**src/rtl/free_list_pkg.sv**
```systemverilog
// Shared sizing constants and types for the multi-port physical-tag free list.
package free_list_pkg;

    localparam int unsigned DATA_WIDTH = 6;
    localparam int unsigned DEPTH      = 32;
    localparam int unsigned PTR_WIDTH  = 5;
    localparam int unsigned ALLOC_W    = 2;
    localparam int unsigned REL_W      = 2;
    localparam int unsigned INIT_BASE  = 1;
    localparam int unsigned CNT_WIDTH  = $clog2(((ALLOC_W > REL_W) ? ALLOC_W : REL_W) + 1);

    // Pointers carry one wrap bit above the index so full and empty differ.
    typedef logic [PTR_WIDTH:0]   ptr_t;
    typedef logic [CNT_WIDTH-1:0] cnt_t;

endpackage

```
**src/rtl/lane_prefix_cnt.sv**
```systemverilog
// Per-lane exclusive prefix count of a valid vector, plus its total popcount.
module lane_prefix_cnt
    import free_list_pkg::*;
#(
    parameter int unsigned N = 2
) (
    input  logic [N-1:0]                 vld,
    output logic [N*$clog2(N+1)-1:0]     prefix,
    output logic [$clog2(N+1)-1:0]       total
);

    localparam int unsigned CW = $clog2(N + 1);

    logic [CW-1:0] acc;

    always_comb begin
        acc    = '0;
        prefix = '0;
        for (int k = 0; k < N; k++) begin
            prefix[k*CW +: CW] = acc;
            acc = acc + CW'(vld[k]);
        end
        total = acc;
    end

endmodule

```
**src/rtl/free_list_mport.sv**
```systemverilog
// Multi-port circular free list of physical register tags (rename allocates, retire releases).
// Define FREE_LIST_ROLLBACK_EN to add committed-pointer tracking and flush rollback.
module free_list_mport
    import free_list_pkg::*;
(
    input  logic                          clk,
    input  logic                          reset,
    input  logic [ALLOC_W-1:0]            alloc_req,
    output logic                          alloc_ready,
    output logic [ALLOC_W*DATA_WIDTH-1:0] alloc_data,
    input  logic [REL_W-1:0]              rel_vld,
    input  logic [REL_W*DATA_WIDTH-1:0]   rel_data,
    output logic                          rel_ready,
    output logic [PTR_WIDTH:0]            free_num,
    output logic                          empty,
    output logic                          full
`ifdef FREE_LIST_ROLLBACK_EN
    ,
    input  logic [$clog2(ALLOC_W+1)-1:0]  cmt_cnt,
    input  logic                          flush
`endif
);

    localparam int unsigned AW = $clog2(ALLOC_W + 1);
    localparam int unsigned RW = $clog2(REL_W + 1);

    logic [DATA_WIDTH-1:0] queue_q [DEPTH];
    ptr_t                  rd_ptr_q, rd_ptr_d;
    ptr_t                  wr_ptr_q, wr_ptr_d;
    logic [ALLOC_W*AW-1:0] alloc_pre;
    logic [AW-1:0]         alloc_pop;
    logic [REL_W*RW-1:0]   rel_pre;
    logic [RW-1:0]         rel_pop;
    logic                  alloc_fire;
    logic                  rel_fire;
    logic [PTR_WIDTH-1:0]  rd_idx [ALLOC_W];
    logic [PTR_WIDTH-1:0]  wr_idx [REL_W];

    lane_prefix_cnt #(.N(ALLOC_W)) u_alloc_cnt (
        .vld    (alloc_req),
        .prefix (alloc_pre),
        .total  (alloc_pop)
    );

    lane_prefix_cnt #(.N(REL_W)) u_rel_cnt (
        .vld    (rel_vld),
        .prefix (rel_pre),
        .total  (rel_pop)
    );

    assign free_num    = wr_ptr_q - rd_ptr_q;
    assign empty       = (free_num == '0);
    assign full        = (free_num == ptr_t'(DEPTH));
    // Both ready flags look only at the pre-edge count: no same-cycle bypass.
    assign alloc_ready = (free_num >= ptr_t'(alloc_pop));
    assign rel_ready   = ((ptr_t'(DEPTH) - free_num) >= ptr_t'(REL_W));
    assign rel_fire    = rel_ready & (|rel_vld);

    // Requested lanes are packed: lane k takes the entry after all lower requesting lanes.
    always_comb begin
        alloc_data = '0;
        for (int k = 0; k < ALLOC_W; k++) begin
            rd_idx[k] = rd_ptr_q[PTR_WIDTH-1:0] + PTR_WIDTH'(alloc_pre[k*AW +: AW]);
            alloc_data[k*DATA_WIDTH +: DATA_WIDTH] = queue_q[rd_idx[k]];
        end
        for (int k = 0; k < REL_W; k++) begin
            wr_idx[k] = wr_ptr_q[PTR_WIDTH-1:0] + PTR_WIDTH'(rel_pre[k*RW +: RW]);
        end
    end

`ifdef FREE_LIST_ROLLBACK_EN
    ptr_t cmt_rd_ptr_q, cmt_rd_ptr_d;

    assign alloc_fire = alloc_ready & (|alloc_req) & ~flush;
`else
    assign alloc_fire = alloc_ready & (|alloc_req);
`endif

    always_comb begin
        rd_ptr_d = rd_ptr_q;
        wr_ptr_d = wr_ptr_q;
        if (alloc_fire) begin
            rd_ptr_d = rd_ptr_q + ptr_t'(alloc_pop);
        end
        if (rel_fire) begin
            wr_ptr_d = wr_ptr_q + ptr_t'(rel_pop);
        end
`ifdef FREE_LIST_ROLLBACK_EN
        cmt_rd_ptr_d = cmt_rd_ptr_q + ptr_t'(cmt_cnt);
        // Uncommitted allocations return to the head of the list.
        if (flush) begin
            rd_ptr_d = cmt_rd_ptr_d;
        end
`endif
    end

    always_ff @(posedge clk) begin
        if (reset) begin
            for (int unsigned i = 0; i < DEPTH; i++) begin
                queue_q[i] <= DATA_WIDTH'(INIT_BASE + i);
            end
            rd_ptr_q <= '0;
            wr_ptr_q <= ptr_t'(DEPTH);
`ifdef FREE_LIST_ROLLBACK_EN
            cmt_rd_ptr_q <= '0;
`endif
        end else begin
            rd_ptr_q <= rd_ptr_d;
            wr_ptr_q <= wr_ptr_d;
`ifdef FREE_LIST_ROLLBACK_EN
            cmt_rd_ptr_q <= cmt_rd_ptr_d;
`endif
            for (int k = 0; k < REL_W; k++) begin
                if (rel_fire && rel_vld[k]) begin
                    queue_q[wr_idx[k]] <= rel_data[k*DATA_WIDTH +: DATA_WIDTH];
                end
            end
        end
    end

`ifndef SYNTHESIS
    always_ff @(posedge clk) begin
        if (!reset) begin
            assert (!(|rel_vld) || rel_ready)
                else $error("free_list_mport: release dropped while rel_ready low");
`ifdef FREE_LIST_ROLLBACK_EN
            assert ((rd_ptr_q - cmt_rd_ptr_q) <= ptr_t'(DEPTH))
                else $error("free_list_mport: committed pointer passed read pointer");
`endif
        end
    end
`endif

endmodule

```
**config.mk**
```make
export PLATFORM = sky130hd
export DESIGN_NAME = free_list_mport
export DESIGN_NICKNAME = d
export VERILOG_FILES = /design/src/rtl/free_list_pkg.sv /design/src/rtl/lane_prefix_cnt.sv /design/src/rtl/free_list_mport.sv
export SDC_FILE = /design/constraint.sdc
export NUM_CORES = 1
export LEC_CHECK = 0
export CORE_MARGIN = 2
export CORE_UTILIZATION = 25
export CTS_CLUSTER_DIAMETER = 30
export DETAILED_ROUTE_END_ITERATION = 12
export GPL_ROUTABILITY_DRIVEN = 0
export HOLD_SLACK_MARGIN = 0.08
export PLACE_DENSITY_LB_ADDON = 0.05
export SYNTH_ARGS = -nofsm -noshare
export SYNTH_HDL_FRONTEND = slang
export SYNTH_SLANG_ARGS = --single-unit
```
**constraint.sdc**
```tcl
create_clock -name clk -period 4.6 [get_ports clk]
set_input_delay 0.92 -clock clk [delete_from_list [all_inputs] [get_ports clk]]
set_output_delay 0.92 -clock clk [all_outputs]
set_load 0.1 [all_outputs]
```
Yosys cells after proc, flatten, opt, wreduce, memory -nomap -nowiden
Memories as Yosys holds them, arrays and structs flattened. A register that Yosys moved wholly into a read port is not among the register bits.
Cells that the tools add are included.
{ "word_totals": {"input_bits": 18, "output_inout_bits": 22, "memories": 1, "reg_bits": 12, "elab_cells": 39, "ram_bits": 192} }
{ "memory_table": {"columns": ["name", "depth", "word_bits", "read_ports", "rd_clocked_by_memory_dff", "write_ports", "line", "text"], "rows": [
  ["queue_q", 32, 6, 2, 1, 32, "free_list_mport.sv:27", "logic [DATA_WIDTH-1:0] queue_q [DEPTH];"]
]} }
{ "classes": {"n_lt_le_gt_ge": 2, "eq_ne": 1, "muxes": 16, "bitwise": 2, "n_addsub": 8, "reduce_logical": 7} }
{ "ops": {"columns": ["cell", "count"], "rows": [
  ["2-to-1 mux 5 bit", 4],
  ["adder 6 x 2 -> 6 bit", 2],
  ["2-to-1 mux 6 bit", 2],
  ["OR reduction 6 bit", 2],
  ["adder 5 x 1 -> 5 bit", 2],
  ["2-to-1 mux 1 bit", 10],
  ["equality test 6 bit, second input constant", 1],
  [">= comparator 6 x 2 -> 1 bit", 1],
  [">= comparator 6 x 2 -> 1 bit, second input constant", 1],
  ["zero test 6 bit", 1],
  ["subtractor 6 bit", 1],
  ["subtractor 6 bit, first input constant", 1],
  ["adder 1 x 1 -> 2 bit", 2],
  ["OR reduction 2 bit", 2],
  ["bitwise AND 1 bit", 2],
  ["logical AND 1 bit", 2]
]} }

Longest topological paths before layout
{ "depth": {"ltp_word": 10, "ltp_mapped": 15, "mapped_depth_nobuf": 11} }

Cells and area by module
From an unflattened synthesis, not the netlist that was laid out.
{ "hier_totals": {"hier_cells": 1266, "area_unflattened_um2": 14455.1} }
{ "modules_own_cells": {"columns": ["mod", "cells_per_inst", "area_per_inst_um2", "n_inst", "seq_area_each_um2"], "rows": [
  ["free_list_mport", 1254, 14362.5, 1, 6005.8],
  ["lane_prefix_cnt", 6, 46.3, 2, 0.0]
]} }

Worst setup path after synthesis
Ideal clock, no wire load.
{ "synth_timing": {"path_type": "flip-flop to output port", "from": "reg wr_ptr_q[1]", "to": "out rel_ready", "stages_incl_launch_ff": 14, "slack_ns": -1.343, "arrival_ns": 5.023, "required_time_ns": 3.680, "path_buffers": 4, "cell_sequence": "dfxtp_1 > clkbuf_1 > inv_1 > fa_1 > nand2b_1 > a21oi_1 > xor2_1 > nor2_1 > a2bb2oi_1 > buf_2 > nor2_2 > inv_1 > clkbuf_1 > buf_1"} }
{ "synth_between": {"elab_chain_len": 3} }
{ "synth_lines": {"columns": ["element", "line", "text"], "rows": [
  ["start, declared", "free_list_mport.sv:29", "ptr_t wr_ptr_q, wr_ptr_d;"],
  ["start signal, assigned", "free_list_mport.sv:103", "wr_ptr_q <= ptr_t'(DEPTH);"],
  ["start signal, assigned", "free_list_mport.sv:109", "wr_ptr_q <= wr_ptr_d;"],
  ["subtractor 6 bit", "free_list_mport.sv:51", "assign free_num = wr_ptr_q - rd_ptr_q;"],
  ["net free_num[4]", "free_list_mport.sv:14", "output logic [PTR_WIDTH:0] free_num,"],
  ["subtractor 6 bit", "free_list_mport.sv:56", "assign rel_ready = ((ptr_t'(DEPTH) - free_num) >= ptr_t'(REL_W));"],
  [">= comparator 6 x 2 -> 1 bit", "free_list_mport.sv:56", null],
  ["end, declared", "free_list_mport.sv:13", "output logic rel_ready,"]
]} }
The timed path passes the listed nets, and every way through them passes these cells.

Worst setup path in the final report
{ "layout_timing": {"from": "in alloc_req[0]", "to": "out alloc_data[8]"} }
{ "layout_between": {"elab_chain_len": 2} }
{ "layout_lines": {"columns": ["element", "line", "text"], "rows": [
  ["start, declared", "free_list_mport.sv:8", "input logic [ALLOC_W-1:0] alloc_req,"],
  ["adder 5 x 1 -> 5 bit", "free_list_mport.sv:63", "rd_idx[k] = rd_ptr_q[PTR_WIDTH-1:0] + PTR_WIDTH'(alloc_pre[k*AW +: AW]);"],
  ["memory (32 x 6 bit)", null, null],
  ["end, declared", "free_list_mport.sv:10", "output logic [ALLOC_W*DATA_WIDTH-1:0] alloc_data,"]
]} }
No other way between the ends.

==> summary.md <==
| Metric | Value |
|---|---|
| Synthesized cell area | about 15000 um^2 |
| Share of post-route cells with drive strength above 1 | 29.3% |
| Grt met1 use | roughly 36% |
| Routing usage on met2 | a little under two fifths |
| Drt pass-1 iters | 5 |
| Clk_skew | ~22 ps |
| Worst-path maximum fanout | 31 |
| Compound-Gate Fraction of Synth Area | 21.7% |
| Slew headroom | 21.1% |
| Critical Path End Type | primary output |
| DR vias | between 10000 and 15000 |
| RSZ-0062 raised after global routing | no |
| Post-route worst setup slack | roughly 190 ps |
| CP required | between 3000 and 4000 ps |
| WP data arrival | about 3500 ps |
| CTS tree | built |
| Max Root-Sink Buffers | 3 |
| FMAX | 0.227 GHz |
| Initial cell density of the core | 25.3% |
| DIE WIDTH | between 200 and 300 um |
| Post-Syn Nets | 1372 |
| Pwr Total | about 13000 uW |
| Netlist cell types | between 70 and 80 |
| Cts bufs inserted | slightly below 60 |
| Row count | 90 |
| Largest net degree at the start of global routing | 77 |
| Met3 usage | under 10% |
| IO buf count | 39 |
| Final Hold Slack | around 570 ps |
| Cells after Synth | 1333 |
| Final critical-path required period | about 4400 ps |
| Drt total wl | 80.4 mm |
| Initial antenna violation count | 0 |
| Average size of a mapped cell | about 11 um^2 |
| Synth area leader | edfxtp_1 |
| Post-synth EDFFs | around 190 |
| Grt total ovfl | 0 |
| Setup TNS Final | 0 ps |
| Number of remaining DRC errors | 0 |
| DIE AREA | 63000 um^2 |
| Outcome | completed |
| H-tree depth | 2 |
| Post-Synth XOR/XNOR Area | less than 1% |
| Most used DFF post-synth | edfxtp_1 |
| Number of clock sinks | between 200 and 250 |
| Fin. Hold Viols | 0 |
| Placed wire-length estimate | just over 60 mm |
| Mux contribution to synthesized area | 21.9% |
| Antenna-violating nets left | 0 |
| Post-synthesis adder-cell area fraction | 1.87% |
| Max cap viols | 0 |
| Hold buffers post-CTS | 0 |
| Total GRT Usage | 25.3% |
| Cell with the most instances after synthesis | edfxtp_1 |
| First-pass GRT wire length | 111 mm |
| Post-Place Setup Slack | -75.8 ps |
| Die Ht | about 250 um |
| Top-area cell type share of the netlist area | a little under two fifths |
| Ys async rst share | 0% |
| Final worst-path cycle share | around 96% |
| Final setup fails | 0 |
| Worst min path class | reg2reg |
| Leakage | 0.00604 uW |
| Vias in the first global route | roughly 13000 |
| Commonest cells in the netlist | 192 x edfxtp_1, 120 x mux4_2, 100 x o211ai_1 |
| Area Growth Syn to Fin | 26.7% |
| Initial DRC count | about 1700 |
| Clock Tree Root | clkbuf_16 |
| Core area | 60400 um^2 |
| Clock latency at the later pin of the worst-skew pair | around 600 ps |
| Reg2Reg Setup Slack | approximately 570 ps |
| Startpoint types | input pin |
| Tightest Pin Transition | approximately 1200 ps |
| Largest family of logic cells by synthesized area | multiplexers |
| Slew Viols, Final | 0 |
| Synth Area in Simple Gates | under 10% |
| Layout Nets | about 1500 |
| Pwr dens | just under 700 nW/um^2 |
| Gr busiest metal | met2 |
| Vias/cell | 6.21 |
| Synth warn | 0 |
| Clock slew at reported path FFs | ~40 ps |
| Final-layout fill cell count | a little over 6000 |
| Top cells by area, synth | edfxtp_1 38%, mux4_2 18%, o211ai_1 4.9% |
| Register area share after synthesis | between 40% and 50% |
| I/O pin count | 40 |
| Wire length per cell | 35.9 um |
| WS Path Type | in2out |
| Peak VDD IR | about 0.00071 V |
| Register bit total from synthesis | approximately 210 |
cells by family (layout without fill, tap and decap cells):
| kind of cell | count (synthesis) | after routing |
|---|---|---|
| other cells | 0 | 1 |
| compound gates | 449 | 449 |
| fa+ha+maj | 21 | 21 |
| buf+inv | 170 | 296 |
| flops | 209 | 209 |
| simple gates | 294 | 294 |
| xor+xnor | 11 | 11 |
| mux | 179 | 179 |
registers in the layout (all words and copies together), names as in the netlist, named ones only:
signal / cells
queue_q: 192
rd_ptr_q: 6
wr_ptr_q: 6
path summary, 6_finish.rpt:
| kind | startpoint | to | cells past startpoint |
|---|---|---|---|
| min | wr_ptr_q[5] | wr_ptr_q[5] | 2 |
| max reg2reg | wr_ptr_q[0] | queue_q[7][3] | 12 |
| min reg2reg | wr_ptr_q[5] | wr_ptr_q[5] | 2 |
| max | alloc_req[0] | alloc_data[8] | 9 |
per-stage QoR:
stage | utilization [%] | cell area (um^2) | instances
finish | 32.0 | 19300 | 2242
global route | 32.0 | 19300 | 2241
CTS | 32.0 | 19300 | 2240
detailed placement | 28.6 | 17300 | 2130
global placement | 28.6 | 17300 | 2130
floorplan | - | 15300 | 1333
where the power goes:
part	switching [uW]	internal (uW)	leakage (uW)
Combinational	4580	2180	0.00322
Clock	1270	2920	0.000973
Sequential	139	2190	0.00184
final cells by class:
cell class	instances	area, um^2	area share [%]
multi-input combinational	954	8530	44.1
sequential	209	6110	31.6
timing repair buffer	165	1600	8.28
clock buffer	62	1490	7.69
tap	782	978	5.06
clock inverter	46	536	2.77
inverter	23	90.1	0.466
antenna	1	2.50	0.0129
per-layer routing:
layer  wire, um  share of wire, %
met4       2520               3.1
met5          0                 0
met2      35400                44
met3       7020               8.7
met1      35500                44
worst max-delay path, stage by stage:
cell and delay, ps:
dlygate4sd2_1 320, ha_4 190, ha_2 340, buf_12 210, buf_4 190, mux4_2 330
mux4_2 480, mux2_2 310, buf_12 170
layout by cell type (no fill, tap or decap), types with 25 or more instances in the layout:
| cell | count |
|---|---|
| nand3_1 | 31 |
| nor3_1 | 25 |
| buf_4 | 122 |
| a211o_1 | 25 |
| nand2_1 | 83 |
| a211oi_1 | 54 |
| clkbuf_16 | 59 |
| mux2_2 | 37 |
| nor2_1 | 85 |
| a21oi_1 | 38 |
| o21ai_0 | 31 |
| o41ai_1 | 50 |
| a31oi_1 | 36 |
| o211ai_1 | 100 |
| mux4_2 | 120 |
| o31ai_1 | 44 |
| buf_12 | 26 |
| edfxtp_1 | 192 |
repair_timing:
action                                  CTS  global route
setup buffers                             2             1
gates resized for setup                   1             4
endpoints found under the setup margin    6             1
hold endpoints to repair                  0             0
pin swaps                                 1             1
No activity file was read; power rests on OpenSTA's default activity.
